<file path="src/rtl/addr_mode_seq.sv">
// addr_mode_seq: operand address sequencer for an 8-bit style CPU.
// Walks an addressing mode through operand fetches (lo/hi byte), an optional
// index add through an external combinational ALU and reports the effective
// address, operand byte count and page-cross flag.
// Optional feature macro: PAGE_CROSS_PENALTY_EN -- when defined, indexed
// absolute modes that cross a page spend one extra FIX cycle and raise
// page_cross_o; when undefined FIX is unreachable and page_cross_o is 0.
//
// Handshake: mem_req_o/mem_addr_o are held stable while in a fetch state until
// a cycle with mem_gnt_i=1; that cycle completes the transfer and mem_rdata_i
// is captured on its closing edge. mem_gnt_i is ignored whenever mem_req_o=0.

package addr_mode_seq_pkg;
    typedef enum logic [1:0] {
        ALU_BYPASS_A     = 2'd0,
        ALU_ADD          = 2'd1,
        ALU_ADD_ZEROPAGE = 2'd2
    } alu_op_t;
endpackage

module addr_mode_seq
    import addr_mode_seq_pkg::*;
(
    input  logic        clk_i,
    input  logic        rstn_i,
    input  logic        start_i,
    input  logic [2:0]  mode_i,
    input  logic [15:0] pc_i,
    input  logic [7:0]  x_i,
    input  logic [7:0]  y_i,
    output logic        mem_req_o,
    output logic [15:0] mem_addr_o,
    input  logic        mem_gnt_i,
    input  logic [7:0]  mem_rdata_i,
    output alu_op_t     alu_op_o,
    output logic [15:0] alu_a_o,
    output logic [15:0] alu_b_o,
    input  logic [15:0] alu_res_i,
    output logic        busy_o,
    output logic        done_o,
    output logic [15:0] ea_o,
    output logic [1:0]  bytes_o,
    output logic        page_cross_o,
    output logic [2:0]  dbg_state_o
);

    typedef enum logic [2:0] {
        IDLE     = 3'd0,
        FETCH_LO = 3'd1,
        FETCH_HI = 3'd2,
        INDEX    = 3'd3,
        FIX      = 3'd4,
        DONE     = 3'd5
    } state_t;

    localparam logic [2:0] M_IMM  = 3'd0;
    localparam logic [2:0] M_ZP   = 3'd1;
    localparam logic [2:0] M_ZPX  = 3'd2;
    localparam logic [2:0] M_ZPY  = 3'd3;
    localparam logic [2:0] M_ABS  = 3'd4;
    localparam logic [2:0] M_ABSX = 3'd5;
    localparam logic [2:0] M_RSV  = 3'd7;

    state_t      state, state_nx;
    logic [2:0]  mode_r;
    logic [15:0] pc_r;
    logic [7:0]  x_r, y_r, lo_r, hi_r;
    logic [15:0] ea_r;
    logic [1:0]  bytes_r;
    logic        pcross_r;

    logic        zp_indexed;
    logic [7:0]  idx;
    logic        take_fix;

    assign zp_indexed = (mode_r == M_ZPX) || (mode_r == M_ZPY);
    assign idx        = ((mode_r == M_ZPX) || (mode_r == M_ABSX)) ? x_r : y_r;

    // Page cross only matters for indexed absolute modes in INDEX.
`ifdef PAGE_CROSS_PENALTY_EN
    logic cross;
    assign cross    = (alu_res_i[15:8] != hi_r);
    assign take_fix = !zp_indexed && cross;
`else
    assign take_fix = 1'b0;
`endif

    // State register with synchronous active-low reset.
    always_ff @(posedge clk_i) begin
        if (!rstn_i) state <= IDLE;
        else         state <= state_nx;
    end

    // Next-state and per-state outputs.
    always_comb begin
        state_nx   = state;
        mem_req_o  = 1'b0;
        mem_addr_o = 16'h0000;
        alu_op_o   = ALU_BYPASS_A;
        alu_a_o    = 16'h0000;
        alu_b_o    = 16'h0000;
        case (state)
            IDLE: begin
                if (start_i) begin
                    if (mode_i == M_IMM || mode_i == M_RSV) state_nx = DONE;
                    else                                    state_nx = FETCH_LO;
                end
            end
            FETCH_LO: begin
                mem_req_o  = 1'b1;
                mem_addr_o = pc_r;
                if (mem_gnt_i) begin
                    if (mode_r == M_ZP)  state_nx = DONE;
                    else if (zp_indexed) state_nx = INDEX;
                    else                 state_nx = FETCH_HI;
                end
            end
            FETCH_HI: begin
                mem_req_o  = 1'b1;
                mem_addr_o = pc_r + 16'd1;
                if (mem_gnt_i) begin
                    if (mode_r == M_ABS) state_nx = DONE;
                    else                 state_nx = INDEX;
                end
            end
            INDEX: begin
                alu_op_o = zp_indexed ? ALU_ADD_ZEROPAGE : ALU_ADD;
                alu_a_o  = zp_indexed ? {8'h00, lo_r} : {hi_r, lo_r};
                alu_b_o  = {8'h00, idx};
                state_nx = take_fix ? FIX : DONE;
            end
            FIX:     state_nx = DONE;
            DONE:    state_nx = IDLE;
            default: state_nx = IDLE;
        endcase
    end

    // Operand latches and result registers, updated as each stage completes.
    always_ff @(posedge clk_i) begin
        if (!rstn_i) begin
            mode_r   <= 3'd0;
            pc_r     <= 16'h0000;
            x_r      <= 8'h00;
            y_r      <= 8'h00;
            lo_r     <= 8'h00;
            hi_r     <= 8'h00;
            ea_r     <= 16'h0000;
            bytes_r  <= 2'd0;
            pcross_r <= 1'b0;
        end else begin
            case (state)
                IDLE: begin
                    if (start_i) begin
                        mode_r   <= mode_i;
                        pc_r     <= pc_i;
                        x_r      <= x_i;
                        y_r      <= y_i;
                        lo_r     <= 8'h00;
                        hi_r     <= 8'h00;
                        bytes_r  <= 2'd0;
                        pcross_r <= 1'b0;
                        ea_r     <= (mode_i == M_IMM) ? pc_i : 16'h0000;
                    end
                end
                FETCH_LO: begin
                    if (mem_gnt_i) begin
                        lo_r    <= mem_rdata_i;
                        bytes_r <= 2'd1;
                        if (mode_r == M_ZP) ea_r <= {8'h00, mem_rdata_i};
                    end
                end
                FETCH_HI: begin
                    if (mem_gnt_i) begin
                        hi_r    <= mem_rdata_i;
                        bytes_r <= 2'd2;
                        ea_r    <= {mem_rdata_i, lo_r};
                    end
                end
                INDEX: begin
                    ea_r     <= zp_indexed ? {8'h00, alu_res_i[7:0]} : alu_res_i;
                    pcross_r <= take_fix;
                end
                default: ;
            endcase
        end
    end

    assign busy_o       = (state != IDLE);
    assign done_o       = (state == DONE);
    assign ea_o         = ea_r;
    assign bytes_o      = bytes_r;
    assign page_cross_o = pcross_r;
    assign dbg_state_o  = state;

endmodule
</file>
<file path="config.mk">
export PLATFORM = sky130hd
export DESIGN_NAME = addr_mode_seq
export DESIGN_NICKNAME = d
export VERILOG_FILES = /design/src/rtl/addr_mode_seq.sv
export SDC_FILE = /design/constraint.sdc
export NUM_CORES = 1
export LEC_CHECK = 0
export CORE_MARGIN = 4
export CORE_UTILIZATION = 45
export CTS_CLUSTER_DIAMETER = 80
export DETAILED_ROUTE_END_ITERATION = 12
export PLACE_DENSITY_LB_ADDON = 0.12
export SETUP_SLACK_MARGIN = 0.05
export SLEW_MARGIN = 0
export SYNTH_ARGS = -nofsm -noshare
export SYNTH_HDL_FRONTEND = slang
export SYNTH_SLANG_ARGS = --single-unit
</file>
<file path="constraint.sdc">
create_clock -name clk_i -period 4.65 [get_ports clk_i]
set_clock_uncertainty 0.05 [all_clocks]
set_input_delay 0.93 -clock clk_i [delete_from_list [all_inputs] [get_ports clk_i]]
set_output_delay 0.93 -clock clk_i [all_outputs]
set_load 0.1 [all_outputs]
</file>
==> run summary, run 1 <==
* buf_4, nor2b_1, nand2_1, a31oi_2, buf_4 — cells traversed along the worst timing path
* 64.9% — final core utilization
* 33 — number of placement rows
* false — RSZ-0062 raised after global routing
* sky130_fd_sc_hd__dfxtp_1 — top flip-flop cell by instance count after synthesis
* 0.260 GHz — maximum operating frequency
* 0 ns — aggregate negative setup slack
* 12400 um — post-detailed-routing wire length
* 102 um — Chip Width
* 53 — Distinct cells, synth
* 138 — boundary pin count
* 0 — yosys warns
* 503 — number of instances in the synthesized netlist
* 0 — post-CTS sizing
* output pin — endpoint kind of the worst setup timing path
* 37 — pin count of the biggest net entering global routing
* 0 — Max-cap violations
* register — launching element type of the critical path
* 0.415 ns — hold slack final
* 702 — DP Cell Count
* 36.5% — post-synthesis sequential area ratio
* met2 — global routing's busiest layer
* 0 — Finish-stage setup viols
* 37.2% — grt met2 use
* 0% — asr flop ratio synth
* 1.20 ns — setup slack at placement
* 0 — max-slew violation count
* 32.9% — met1 capacity usage during global routing
* 0.66 ns — slowest stage delay, CP
* 2.14 nW — static leakage
* 3.79% — routing usage on met3
* 1.14 ns — slew at the pin with the worst max-slew slack
* 0 — number of antenna violations at the first check in global routing
* 0 — number of enable-type register cells in the synthesized netlist
* 0.935 — final weighted congestion of routability-driven global placement
* sky130_fd_sc_hd__nor2b_1 — slowest stage cell on the critical path
* 0 — setup repair bufs after CTS
* 102 um — vertical die dimension
* 14.2% — share of cells above drive strength 1
* finished, final reports clean — status
* 0 — Post-route DRC
* 19100 um — first-pass GRT wire length
* 5.67 — ratio of routed vias to standard cells
* 5440 um^2 — Non-Filler Cell Area, Final
* 36.5% — fraction of post-synthesis cell area in the top cell type by area
* yes — clock tree from TritonCTS
* 7.86 um^2 — Avg Cell Area, Syn
* 3950 um^2 — Cell Area, Synth
* 28 — largest fanout of any net on the critical path
* 9310 um — HPWL after detailed placement
* 3797 — via count of the first global-routing pass
* reg2reg — worst min-delay path class
* 3.67 ns — CP Data Required Time
* 5 — drt pass-1 iters
* 23.5% — total routing usage reported by global routing
* sky130_fd_sc_hd__dfxtp_1 — library cell with the largest summed area after synthesis
* 672 — total number of nets in the final design
* 1440 um^2 — Storage cell area
* 0 — antenna fix cells
* 0 — total global routing overflow
* 4073 — DR vias
* 128 — count of buffers inserted at the top-level ports
* 3.84 ns — post-route minimum period
* sky130_fd_sc_hd__clkbuf_8 — buffer type at the clock tree root
* 718 — Finished Layout Cells
* 10400 um^2 — Total Die Area
* 0.34 ns — Worst-Skew Late Latency
* 208 — count of routing violations after the opening detailed-route iteration
* 8380 um^2 — area inside the core boundary
* 0 — Hold Fails Final Rpt
* 2280 um^2 — total area of multi-input combinational cells
* 17.3 um — routed wire length per instance
* 0 — post-cts hold buffer count
* sky130_fd_sc_hd__nand2_1, sky130_fd_sc_hd__clkdlybuf4s50_1, sky130_fd_sc_hd__dfxtp_1 — leading cell types in the layout, fill and taps excluded
* 37.5% — Area growth, synth to finish
* 2.86 ns — Arrival @ worst endpoint
* 72 — sink count of the clock tree
* sky130_fd_sc_hd__nand2_1 — most frequent standard cell in the layout excluding fill and tap cells
* 0.470 mV — peak ir drop on the vdd network
* 569 nW/um^2 — pwr/cell area
* 2 — Max Buffers Root-to-Sink
* 5230 um^2 — cell area reported after detailed placement
* 3 — level count of the clock H-tree
* 82.7% — portion of the clock cycle consumed by the worst path in the final layout
* sky130_fd_sc_hd__dfxtp_1, sky130_fd_sc_hd__nand2_1, sky130_fd_sc_hd__a21oi_1 — leading post-synthesis cells by cell area
* 3.09 mW — post-layout total power
* 72 — number of register bits inferred by synthesis
* 9 — number of buffers inserted during clock tree synthesis
* 0.806 ns — smallest setup slack after layout
* 736 — count of filler cells inserted in the layout
* 0 — remaining antenna violation count after routing
* 47.2% — effective utilization at floorplan
* 23.7% — worst rel slew slack
* reg2out — Critical Setup Path Class
* 0.07 ns — clock transition at the registers of the reported paths
* sky130_fd_sc_hd__buf_4 — cell repeated most along the worst path
## routing by layer
layer / up-vias / part of all wire [%]
li1: 1983 / -
met1: 1892 / 44
met2: 183 / 47
met3: 15 / 7.4
met4: 0 / 1.2
met5: - / 0
## path summary, 6_finish.rpt
| check | from | endpoint | depth (start not counted) | slack (ns) |
|---|---|---|---|---|
| worst min-delay path | y_r[5]$_SDFFE_PN0P_ | y_r[5]$_SDFFE_PN0P_ | 2 | 0.42 |
| worst max register to register | dbg_state_o[0]$_SDFFE_PN0P_ | ea_o[15]$_SDFFE_PN0P_ | 5 | 2.06 |
| worst min register to register | y_r[5]$_SDFFE_PN0P_ | y_r[5]$_SDFFE_PN0P_ | 2 | 0.42 |
| worst max-delay path | dbg_state_o[0]$_SDFFE_PN0P_ | mem_addr_o[13] | 5 | 0.81 |
## cell type report
| cell class | instances | share of cell area [%] |
|---|---|---|
| inverter | 15 | 1.04 |
| sequential | 72 | 26.5 |
| clock buffer | 11 | 2.78 |
| timing repair buffer | 135 | 24.3 |
| multi-input combinational | 375 | 41.9 |
| clock inverter | 5 | 1.01 |
| tap | 105 | 2.42 |
## cell usage after synthesis (3+ instances only)
master                     instances
sky130_fd_sc_hd__nand2_1          94
sky130_fd_sc_hd__o21ai_0          18
sky130_fd_sc_hd__a21boi_0         28
sky130_fd_sc_hd__and2_1           10
sky130_fd_sc_hd__nand4_1           4
sky130_fd_sc_hd__buf_4            10
sky130_fd_sc_hd__inv_1            14
sky130_fd_sc_hd__o22ai_1           4
sky130_fd_sc_hd__nor2_1           19
sky130_fd_sc_hd__and3_1           15
sky130_fd_sc_hd__nand2b_1          5
sky130_fd_sc_hd__dfxtp_1          72
sky130_fd_sc_hd__a32o_1            7
sky130_fd_sc_hd__a31oi_1           8
sky130_fd_sc_hd__nand3_1          16
sky130_fd_sc_hd__buf_6             3
sky130_fd_sc_hd__a21oi_1          44
sky130_fd_sc_hd__a21o_1            7
sky130_fd_sc_hd__a221oi_1          8
sky130_fd_sc_hd__nor3_1            6
sky130_fd_sc_hd__a22o_1           17
sky130_fd_sc_hd__buf_2             4
sky130_fd_sc_hd__a211o_1           7
sky130_fd_sc_hd__mux2i_1          18
sky130_fd_sc_hd__clkbuf_1         30
## critical path: cells and delay by family (launching register included)
| family | cells | cell delay (ns) |
|---|---|---|
| flops | 1 | 0.54 |
| buf+inv | 2 | 0.70 |
| compound gates | 1 | 0.26 |
| simple gates | 2 | 1.02 |
## kinds of logic (layout without fill, tap and decap cells)
group	Yosys count	after routing	share of synthesized area, %
flip-flops	72	72	36.5
AO/OA/AOI/OAI	161	161	28.4
adder cells (fa/ha/maj)	1	1	0.316
multiplexers	18	18	4.56
buffers and inverters	64	166	7.72
other	1	9	0.0948
AND/OR/NAND/NOR	184	184	22.1
XOR/XNOR	2	2	0.443
## registers in the layout (all words and copies together), names as in the netlist
| name | count |
|---|---|
| ea_o | 16 |
| pc_r | 16 |
| hi_r | 8 |
| lo_r | 8 |
| x_r | 8 |
| y_r | 8 |
| dbg_state_o | 3 |
| mode_r | 3 |
| bytes_o | 2 |
## power breakdown
group | switching (mW) | total (mW) | internal [mW]
clock | 0.231 | 0.506 | 0.275
combinational | 1.23 | 1.73 | 0.502
sequential | 0.121 | 0.857 | 0.736
total | 1.58 | 3.09 | 1.51
(Power assumes the default switching activity.)
==> run 2: changes to the inputs <==
--- a/config.mk
+++ b/config.mk
@@ -6,7 +6,7 @@
 export NUM_CORES = 1
 export LEC_CHECK = 0
 export CORE_MARGIN = 4
-export CORE_UTILIZATION = 45
+export CORE_UTILIZATION = 41
 export CTS_CLUSTER_DIAMETER = 80
 export DETAILED_ROUTE_END_ITERATION = 12
 export PLACE_DENSITY_LB_ADDON = 0.12
==> constraint.sdc (replaced) <==
create_clock -name clk_i -period 3.2 [get_ports clk_i]
set_clock_uncertainty 0.05 [all_clocks]
set_input_delay 0.64 -clock clk_i [delete_from_list [all_inputs] [get_ports clk_i]]
set_output_delay 0.64 -clock clk_i [all_outputs]
set_load 0.1 [all_outputs]
==> run 2 against run 1 <==
Effect of this change:
- utilization decreased by 2.3 points
- critical path depth fell by 1
- global-route usage down 1.4 points
- clock power is 42% higher
- wire length increased by 2.5%
- largest power group unchanged
- highest routed layer unchanged
- cell count is 4.2% higher
- worst setup slack worse by 0.61 ns
- sequential share of layout area decreased by 1.7 points
- register-to-register slack got worse by 1.0 ns
==> run summary, run 2 (synthesis gave the netlist of run 1 again) <==
* 35 — number of placement rows
* 2.51 ns — CP Data Required Time
* 0.506 mV — peak ir drop on the vdd network
* 0 — number of antenna violations at the first check in global routing
* 3908 — via count of the first global-routing pass
* 17.0 um — routed wire length per instance
* finished, final reports clean — status
* 62.5% — final core utilization
* 0 — post-cts hold buffer count
* 0 — Post-route DRC
* or3b_1, or4b_2, nand3_2, buf_12 — cells traversed along the worst timing path
* 0.35 ns — Worst-Skew Late Latency
* 835 — count of filler cells inserted in the layout
* 0 — Max-cap violations
* 9510 um — HPWL after detailed placement
* 21.6% — share of cells above drive strength 1
* 1 — CP bufs+invs
* 36 — largest fanout of any net on the critical path
* 0.725 ns — slew at the pin with the worst max-slew slack
* 0 — max-slew violation count
* 3.00 ns — post-route minimum period
* 9 — number of buffers inserted during clock tree synthesis
* sky130_fd_sc_hd__nand2_1, sky130_fd_sc_hd__dfxtp_1, sky130_fd_sc_hd__clkdlybuf4s50_1 — leading cell types in the layout, fill and taps excluded
* output pin — endpoint kind of the worst setup timing path
* reg2out — Critical Setup Path Class
* register — launching element type of the critical path
* 0.886 — final weighted congestion of routability-driven global placement
* 5 — drt pass-1 iters
* 4.63 mW — post-layout total power
* sky130_fd_sc_hd__nand2_1 — most frequent standard cell in the layout excluding fill and tap cells
* 0.410 ns — hold slack final
* 0 — post-CTS sizing
* 4138 — DR vias
* 128 — count of buffers inserted at the top-level ports
* 106 um — vertical die dimension
* 51.5% — worst rel slew slack
* 3 — level count of the clock H-tree
* 794 nW/um^2 — pwr/cell area
* 5830 um^2 — Non-Filler Cell Area, Final
* 38 — pin count of the biggest net entering global routing
* 12700 um — post-detailed-routing wire length
* simple AND/OR/NAND/NOR gates — Top delay family on crit path
* reg2reg — worst min-delay path class
* 0.333 GHz — maximum operating frequency
* 679 — total number of nets in the final design
* sky130_fd_sc_hd__clkbuf_8 — buffer type at the clock tree root
* 0 ns — aggregate negative setup slack
* 106 um — Chip Width
* 47.6% — Area growth, synth to finish
* 72 — sink count of the clock tree
* 5.53 — ratio of routed vias to standard cells
* 1450 um^2 — Storage cell area
* false — RSZ-0062 raised after global routing
* 20000 um — first-pass GRT wire length
* 0 — setup repair bufs after CTS
* 0.66 ns — slowest stage delay, CP
* 0 — remaining antenna violation count after routing
* 291 — count of routing violations after the opening detailed-route iteration
* 22.1% — total routing usage reported by global routing
* 0 — total global routing overflow
* 0.08 ns — clock transition at the registers of the reported paths
* 138 — boundary pin count
* 93.8% — portion of the clock cycle consumed by the worst path in the final layout
* sky130_fd_sc_hd__or4b_2 — slowest stage cell on the critical path
* 2410 um^2 — total area of multi-input combinational cells
* 9330 um^2 — area inside the core boundary
* 2.31 ns — Arrival @ worst endpoint
* 0 — Hold Fails Final Rpt
* yes — clock tree from TritonCTS
* 11300 um^2 — Total Die Area
* 2.30 nW — static leakage
* 5640 um^2 — cell area reported after detailed placement
* 42.4% — effective utilization at floorplan
* 2 — Max Buffers Root-to-Sink
* 0 — Finish-stage setup viols
* 0 — antenna fix cells
[run 2: cell types whose count changed in the layout (fill, tap and decap cells not counted), moves of 3 or more]
cell | before | now
sky130_fd_sc_hd__clkdlybuf4s50_1 | 83 | 62
sky130_fd_sc_hd__buf_12 | 8 | 27
sky130_fd_sc_hd__buf_4 | 44 | 53
sky130_fd_sc_hd__nor2_1 | 18 | 9
sky130_fd_sc_hd__nor2_2 | 1 | 10
sky130_fd_sc_hd__a31oi_2 | 4 | 0
sky130_fd_sc_hd__a31oi_4 | 0 | 4
sky130_fd_sc_hd__dfxtp_1 | 72 | 69
sky130_fd_sc_hd__o21ai_0 | 15 | 12
sky130_fd_sc_hd__o21ai_1 | 3 | 0
sky130_fd_sc_hd__o21ai_2 | 0 | 3
sky130_fd_sc_hd__o21ai_4 | 0 | 3
[run 2: power by group]
part	switching, mW	leakage (nW)	internal, mW
Combinational	1.78	1.61	0.808
Clock	0.341	0.103	0.377
Sequential	0.255	0.589	1.08
[run 2: per-layer routing]
| metal | vias up | wire (um) | GRT usage, % |
|---|---|---|---|
| met4 | 0 | 130 | 5.64 |
| met1 | 1956 | 5690 | 31.0 |
| li1 | 2004 | - | - |
| met2 | 167 | 5970 | 34.5 |
| met5 | - | 0 | 0 |
| met3 | 11 | 953 | 4.68 |
[run 2: path summary, 6_finish.rpt]
path / start / end / slack [ns] / cells after the start
worst max-delay path: dbg_state_o[1]$_SDFFE_PN0P_ / mem_addr_o[15] / 0.20 / 4
worst min-delay path: x_r[7]$_SDFFE_PN0P_ / x_r[7]$_SDFFE_PN0P_ / 0.41 / 2
worst max register to register: dbg_state_o[2]$_SDFFE_PN0P_ / ea_o[13]$_SDFFE_PN0P_ / 1.03 / 5
worst min register to register: x_r[7]$_SDFFE_PN0P_ / x_r[7]$_SDFFE_PN0P_ / 0.41 / 2
[run 2: worst register-to-register path: cells and delay by family (launching register included)]
kind / cells / cell delay (ns)
AO/OA/AOI/OAI: 3 / 0.94
flip-flops: 1 / 0.39
AND/OR/NAND/NOR: 1 / 0.51
buffers and inverters: 1 / 0.22
[run 2: cell type report]
class,instances,area share [%]
Timing Repair Buffer,142,26.7
Clock inverter,5,0.944
Clock buffer,10,2.36
Sequential cell,72,24.9
Tap cell,129,2.77
Inverter,15,0.965
Multi-Input combinational cell,375,41.4
[run 2: per-stage QoR]
stage	cells	worst slack (ns)
5_1_grt	748	0.0946
6_report	748	0.199
2_1_floorplan	511	0.104
3_5_place_dp	733	0.443
3_3_place_gp	733	0.460
4_1_cts	748	0.191
